<file path="src/rtl/usb_output_if.sv">
// usb_output_if: byte-stream and FTDI FT245 write-side signals of usb_output.
//   master : producer/board side (drives in, newin, txe; observes the rest)
//   slave  : usb_output itself
// Signals:
//   in, newin        byte to transmit and its one-cycle push strobe
//   full, count      FIFO status (count is DEPTH_LOG2+1 bits wide)
//   overflow         sticky push-while-full flag
//   data_out/data_oe FTDI data bus value and its output enable
//   txe              FTDI TXE# (active low, asynchronous)
//   wr               FTDI WR strobe
//   bytes_sent       completed transfers, modulo 2^16
//   state            FSM state for debug
interface usb_output_if #(
  parameter int DEPTH_LOG2 = 4
);
  logic [7:0]          in;
  logic                newin;
  logic                txe;
  logic                full;
  logic [DEPTH_LOG2:0] count;
  logic                overflow;
  logic [7:0]          data_out;
  logic                data_oe;
  logic                wr;
  logic [15:0]         bytes_sent;
  logic [3:0]          state;

  modport master (
    output in, newin, txe,
    input  full, count, overflow, data_out, data_oe, wr, bytes_sent, state
  );

  modport slave (
    input  in, newin, txe,
    output full, count, overflow, data_out, data_oe, wr, bytes_sent, state
  );
endinterface

</file>
<file path="src/rtl/usb_output.sv">
// usb_output: transmit path to the host through an FTDI FT245-style FIFO.
// Bytes pushed with a one-cycle newin strobe are buffered in an internal
// FIFO of 2^DEPTH_LOG2 entries and written out one at a time with the
// SETUP / STROBE / HOLD / WAIT handshake, paced by the synchronised TXE#.
// Ports:
//   clock    system clock
//   reset_b  asynchronous active-low reset
//   port     usb_output_if.slave (byte input, FIFO status, FTDI pins, debug)
// Parameters:
//   DEPTH_LOG2  log2 of FIFO depth
//   WR_PULSE    cycles WR is held high (>= 1)
//   GAP         idle cycles after each byte before TXE# is trusted (>= 3)
module usb_output #(
  parameter int DEPTH_LOG2 = 4,
  parameter int WR_PULSE   = 2,
  parameter int GAP        = 4
) (
  input  logic        clock,
  input  logic        reset_b,
  usb_output_if.slave port
);

  localparam int DEPTH = 1 << DEPTH_LOG2;
  localparam int CW    = DEPTH_LOG2 + 1;
  localparam int TW    = 8;

  typedef enum logic [3:0] {
    IDLE   = 4'd0,
    SETUP  = 4'd1,
    STROBE = 4'd2,
    HOLD   = 4'd3,
    WAIT   = 4'd4
  } state_t;

  state_t                state_q, state_d;
  logic [TW-1:0]         cycCnt_q, cycCnt_d;
  logic                  settle_q;
  logic                  txeMeta_q, txeSync_q;
  logic [7:0]            mem [DEPTH];
  logic [DEPTH_LOG2-1:0] wrPtr_q, rdPtr_q;
  logic [CW-1:0]         count_q, count_d;
  logic                  full_q, overflow_q;
  logic                  wr_q, dataOe_q;
  logic [7:0]            dataOut_q;
  logic [15:0]           bytesSent_q;
  logic                  push, pop;

  // Pushes are gated by the registered full flag, so a push that meets a
  // pop while full is still dropped.
  assign push    = port.newin && !full_q;
  assign count_d = count_q + CW'(push) - CW'(pop);

  // Next-state logic. The pop happens on the IDLE->SETUP transition.
  // settle_q keeps IDLE for one cycle after WAIT, so consecutive bytes are
  // 4+WR_PULSE+GAP cycles apart.
  always_comb begin
    state_d  = state_q;
    cycCnt_d = cycCnt_q;
    pop      = 1'b0;
    case (state_q)
      IDLE: begin
        if (!settle_q && (count_q != '0) && !txeSync_q) begin
          pop     = 1'b1;
          state_d = SETUP;
        end
      end
      SETUP: begin
        state_d  = STROBE;
        cycCnt_d = '0;
      end
      STROBE: begin
        if (cycCnt_q == TW'(WR_PULSE - 1)) begin
          state_d  = HOLD;
          cycCnt_d = '0;
        end else begin
          cycCnt_d = cycCnt_q + TW'(1);
        end
      end
      HOLD: begin
        state_d  = WAIT;
        cycCnt_d = '0;
      end
      WAIT: begin
        if (cycCnt_q == TW'(GAP - 1)) begin
          state_d  = IDLE;
          cycCnt_d = '0;
        end else begin
          cycCnt_d = cycCnt_q + TW'(1);
        end
      end
      default: begin
        state_d  = IDLE;
        cycCnt_d = '0;
      end
    endcase
  end

  // State, FIFO bookkeeping and registered outputs. wr/data_oe are decoded
  // from the next state so they line up with the state register.
  always_ff @(posedge clock or negedge reset_b) begin
    if (!reset_b) begin
      txeMeta_q   <= 1'b1;
      txeSync_q   <= 1'b1;
      state_q     <= IDLE;
      cycCnt_q    <= '0;
      settle_q    <= 1'b0;
      wrPtr_q     <= '0;
      rdPtr_q     <= '0;
      count_q     <= '0;
      full_q      <= 1'b0;
      overflow_q  <= 1'b0;
      wr_q        <= 1'b0;
      dataOe_q    <= 1'b0;
      dataOut_q   <= 8'h00;
      bytesSent_q <= 16'h0000;
    end else begin
      txeMeta_q <= port.txe;
      txeSync_q <= txeMeta_q;
      state_q   <= state_d;
      cycCnt_q  <= cycCnt_d;
      settle_q  <= (state_q == WAIT) && (state_d == IDLE);
      count_q   <= count_d;
      full_q    <= (count_d == CW'(DEPTH));
      wr_q      <= (state_d == STROBE);
      dataOe_q  <= (state_d == SETUP) || (state_d == STROBE) || (state_d == HOLD);
      if (push) begin
        wrPtr_q <= wrPtr_q + DEPTH_LOG2'(1);
      end
      if (pop) begin
        rdPtr_q   <= rdPtr_q + DEPTH_LOG2'(1);
        dataOut_q <= mem[rdPtr_q];
      end
      if (port.newin && full_q) begin
        overflow_q <= 1'b1;
      end
      if (state_q == HOLD) begin
        bytesSent_q <= bytesSent_q + 16'd1;
      end
    end
  end

  // FIFO storage needs no reset; the pointers define what is valid.
  always_ff @(posedge clock) begin
    if (push) begin
      mem[wrPtr_q] <= port.in;
    end
  end

  assign port.full       = full_q;
  assign port.count      = count_q;
  assign port.overflow   = overflow_q;
  assign port.data_out   = dataOut_q;
  assign port.data_oe    = dataOe_q;
  assign port.wr         = wr_q;
  assign port.bytes_sent = bytesSent_q;
  assign port.state      = state_q;

endmodule
</file>
<file path="src/flat_wrapper.sv">
// flat-port wrapper written by rule: the top's interface ports become plain ports
module usb_output_flat 
#(
  parameter int DEPTH_LOG2 = 4,
  parameter int WR_PULSE   = 2,
  parameter int GAP        = 4
)
  (clock, reset_b, port_in, port_newin, port_txe, port_full, port_count, port_overflow, port_data_out, port_data_oe, port_wr, port_bytes_sent, port_state);
  usb_output_if #(.DEPTH_LOG2(DEPTH_LOG2)) port_i ();
  input  logic clock;
  input  logic reset_b;
  input wire logic [$bits(port_i.in)-1:0] port_in;
  input wire logic [$bits(port_i.newin)-1:0] port_newin;
  input wire logic [$bits(port_i.txe)-1:0] port_txe;
  output wire logic [$bits(port_i.full)-1:0] port_full;
  output wire logic [$bits(port_i.count)-1:0] port_count;
  output wire logic [$bits(port_i.overflow)-1:0] port_overflow;
  output wire logic [$bits(port_i.data_out)-1:0] port_data_out;
  output wire logic [$bits(port_i.data_oe)-1:0] port_data_oe;
  output wire logic [$bits(port_i.wr)-1:0] port_wr;
  output wire logic [$bits(port_i.bytes_sent)-1:0] port_bytes_sent;
  output wire logic [$bits(port_i.state)-1:0] port_state;
  assign port_i.in = port_in;
  assign port_i.newin = port_newin;
  assign port_i.txe = port_txe;
  assign port_full = port_i.full;
  assign port_count = port_i.count;
  assign port_overflow = port_i.overflow;
  assign port_data_out = port_i.data_out;
  assign port_data_oe = port_i.data_oe;
  assign port_wr = port_i.wr;
  assign port_bytes_sent = port_i.bytes_sent;
  assign port_state = port_i.state;
  usb_output #(.DEPTH_LOG2(DEPTH_LOG2), .WR_PULSE(WR_PULSE), .GAP(GAP)) u_core (.clock(clock), .reset_b(reset_b), .port(port_i));
endmodule
</file>
<file path="config.mk">
export PLATFORM = sky130hd
export DESIGN_NAME = usb_output_flat
export DESIGN_NICKNAME = d
export VERILOG_FILES = /design/src/rtl/usb_output_if.sv /design/src/rtl/usb_output.sv /design/src/flat_wrapper.sv
export SDC_FILE = /design/constraint.sdc
export NUM_CORES = 1
export LEC_CHECK = 0
export CORE_UTILIZATION = 59
export CTS_CLUSTER_SIZE = 25
export DETAILED_ROUTE_END_ITERATION = 10
export GPL_TIMING_DRIVEN = 0
export PLACE_DENSITY_LB_ADDON = 0.08
export SYNTH_ARGS = -nofsm -noshare
export SYNTH_HDL_FRONTEND = slang
export SYNTH_SLANG_ARGS = --single-unit
</file>
<file path="constraint.sdc">
create_clock -name clock -period 4.85 [get_ports clock]
set_clock_uncertainty 0.15 [all_clocks]
set_input_delay 0.97 -clock clock [delete_from_list [all_inputs] [get_ports clock]]
set_output_delay 0.97 -clock clock [all_outputs]
set_load 0.01 [all_outputs]
</file>
==> flow_metrics.tcl <==
set metrics [dict create \
    worstPathMaxFanout 10 \
    netlist_area_mm2 0.007570 \
    syn_inst 444 \
    synth.avg_cell_area_um2 17.05 \
    synth-seq-cells 184 \
    io_pins 49 \
    critPathKind "register to register" \
    nNetsFinal 539 \
    rsz0062_at_grt "no" \
    setup_viol 0 \
    worst_ep_required_time_ns 4.99 \
    p_leak_nw 3.186 \
    drive_gt1_share_pct 17.71 \
    crit_path_frequent_cell "inv_1" \
    synth_cell_type_count 49 \
    synth_async_sr_flop_share_pct 30.43 \
    antenna_cells 0 \
    synth_edf_count 128 \
    max_stage_delay_ns 0.48 \
    synth.top_cells.by_count "edfxtp_1 (128), dfrtp_1 (54), mux4_2 (32)" \
    slowest_stage "or4_1" \
    first_pass_iters 4 \
    slew_violations 0 \
    cp_num_buf_inv 6 \
    fmax_mhz 252.8 \
    period_share_pct 81.58 \
    synth_compound_area_share_pct 4.033 \
    start_util_pct 60.23 \
    worst_pin_slew_ns 0.9832 \
    power_density_mw_per_mm2 535.8 \
    max-vdd-ir-drop_mv 0.3477 \
    final_core_util_pct 70.20 \
    synth_top_family_by_area "multiplexers" \
    synth.area.top_cells "edfxtp_1 (51%), dfrtp_1 (18%), mux4_2 (9.5%)" \
    post-dp-hpwl_mm 9.474 \
    path_cells "clkbuf_1, or4_1, buf_2, nor4_4, buf_6, ha_1, inv_1, ha_1, inv_1, fa_1, inv_1, or3_1, nor4b_1" \
    root_buffer "clkbuf_16" \
    clkTransAtPathRegs_ns 0.07 \
    port_buffers 48 \
    final_antenna_net_count 0 \
    cts_setup_buffers 0 \
    grt_use_total_pct 23.19 \
    dr.first_iter.drc_count 269 \
    wl_mm 14.18 \
    clock_latency_ns 0.43 \
    fin_crit_ns 3.956 \
    synth_top_area_share_pct 50.78 \
    cts_tree "built" \
    via_count 3969 \
    r2r_start "u_core.port.state[3]" \
    grt_pass1_vias 3952 \
    synth-xor-area-share_pct 3.124 \
    hold_viol_final 0 \
    antenna_found_initial 0 \
    synth_most_common_cell "edfxtp_1" \
    crit_cells 13 \
    grt_pass1_wl_mm 21.45 \
    synthSimpleGateAreaFrac_pct 7.818 \
    status "complete, no violations" \
    htree_levels 4 \
    cts-buffers-inserted 17 \
    num_rows 41 \
    cp-end-kind "register" \
    vias_per_cell 5.694 \
    dieArea_mm2 0.01329 \
    worstHoldEndpoint "u_core.txeSync_q" \
    syn_nets 471 \
    drc_errors 0 \
    grt_max_degree 41 \
    worstHoldPathCells 0 \
    globalplace.congestion 0.7607 \
    ctsResizeCount 0 \
    final.setup.tns_ns 0 \
    synth.area.mux_share_pct 10.99 \
    yosysTopAreaCell "edfxtp_1" \
    grt-ovfl-total 0 \
    yosys_warnings 0 \
    relSlewSlack_pct 33.85 \
    wire_per_inst_um 20.34 \
    die_w_um 115.3 \
    min_from "u_core.txeMeta_q" \
    cp-start-kind "register" \
    synthFlopType "edfxtp_1" \
    max_cap_viol_count 0 \
    rr_worst_depth 13 \
    cts_hold_buf 0 \
    ys_seq_area_share_pct 69.32 \
    clock-sinks 184 \
    hold_path_class "register to register" \
    reg2reg_slack_ns 0.89 \
    r2r_end "u_core.port.full" \
    cpLargestDelayFamily "simple AND/OR/NAND/NOR gates" \
    ctsLongestPathBuffers 2 \
    synth_fa_ha_area_share_pct 2.579 \
    core_area_mm2 0.01257 \
    syn_to_final_growth_pct 16.56 \
    die_h_um 115.3 \
    arrival_ns 4.10 \
]
==> layer usage <==
metal | vias up | routed length, um | track usage, %
li1 | 1853 | - | -
met1 | 2014 | 6004 | 30.07
met2 | 93 | 7370 | 38.43
met3 | 9 | 654 | 6.168
met4 | 0 | 146 | 7.706
met5 | - | 0 | 0
==> worst register-to-register path, cell delays in order (launching register included) <==
cell and delay (ns):
dfrtp_1 0.38, clkbuf_1 0.19, or4_1 0.49, buf_2 0.19
nor4_4 0.38, buf_6 0.24, ha_1 0.25, inv_1 0.05
ha_1 0.15, inv_1 0.06, fa_1 0.48, inv_1 0.05
or3_1 0.38, nor4b_1 0.42
==> metrics by stage <==
step                cells  area [um^2]  worst slack (ns)  hold WS (ns)  power, mW
finish                697         8823            0.8935        0.2095      4.728
global route          697         8823            0.5966        0.2168      4.956
CTS                   697         8823            0.8435        0.2130      4.777
detailed placement    665         8280            0.8420        0.1993      3.509
global placement      664         8265            0.8930        0.2003      3.456
floorplan             444         7570             1.293        0.1952      3.007
==> placed cells by master, fill, tap and decap left out, types with 2 or more instances in the layout <==
cell             Yosys  routed
clkbuf_1             8       9
o21ai_0              4       4
clkdlybuf4s50_1      0      47
nor4_1               3       3
xnor2_1             22      22
nor4b_1              2       2
o22ai_1             10      10
ha_1                14      14
clkinv_4             0       3
clkinv_2             0       2
buf_2                6       7
nand2b_1             5       5
inv_1               12      12
a21oi_1              8       8
a221oi_2             8       8
or2_2                4       4
edfxtp_1           128     128
dfrtp_1             54      54
nand3_1             11      11
nor3_1               8       8
a211oi_1             2       2
nand4_1              6       6
clkbuf_16            0      17
buf_6                4       4
nor2_1              16      16
nand2_1             14      14
inv_6                0       5
dfstp_2              2       2
mux2i_1             10      10
inv_8                0       2
and2_1              17      17
buf_1                2       2
and3_1               6       6
a21o_1               2       2
xor2_1               5       5
mux4_2              32      32
==> cell type report <==
class,instances,area [um^2]
multi-input combinational,228,2165
sequential,184,5248
clock inverter,14,113.9
clock buffer,18,429.2
tap,172,215.2
fill,787,3745
inverter,12,45.04
timing repair buffer,49,495.5
buffer,20,112.6
==> sequential cells by signal (all words and copies together) (netlist names) <==
signal	flops
u_core.port.wr	1
u_core.port.full	1
u_core.txeSync_q	1
u_core.wrPtr_q	4
u_core.cycCnt_q	8
u_core.mem	128
u_core.txeMeta_q	1
u_core.port.count	5
u_core.rdPtr_q	4
u_core.port.bytes_sent	16
u_core.port.state	4
u_core.settle_q	1
u_core.port.overflow	1
u_core.port.data_oe	1
u_core.port.data_out	8
==> cell families (layout without fill, tap and decap cells) <==
logic type,count (synthesis),count (layout)
and+or+nand+nor,104,104
buffers and inverters,32,113
DFF,184,184
xor gates and xnor gates,27,27
adders and majority gates,15,15
other,1,1
AOI/OAI and AO/OA,38,38
muxes,43,43
==> report_power, final <==
group	internal (mW)	switching (mW)	leakage [nW]
clock	0.668	0.598	0.267
sequential	1.92	0.123	1.87
combinational	0.678	0.741	1.05
==> how the worst max path moves through the flow <==
stage,endpoint,slack (ns),from
CTS,u_core.port.full,0.84,u_core.port.state[3]
finish,u_core.port.full,0.89,u_core.port.state[3]
detailed placement,u_core.port.full,0.84,u_core.port.state[3]
global route,u_core.port.full,0.60,u_core.port.state[3]
global placement,u_core.port.full,0.89,u_core.port.state[3]
floorplan,u_core.port.full,1.29,u_core.port.state[1]
Power figures use the tool's default switching activity.
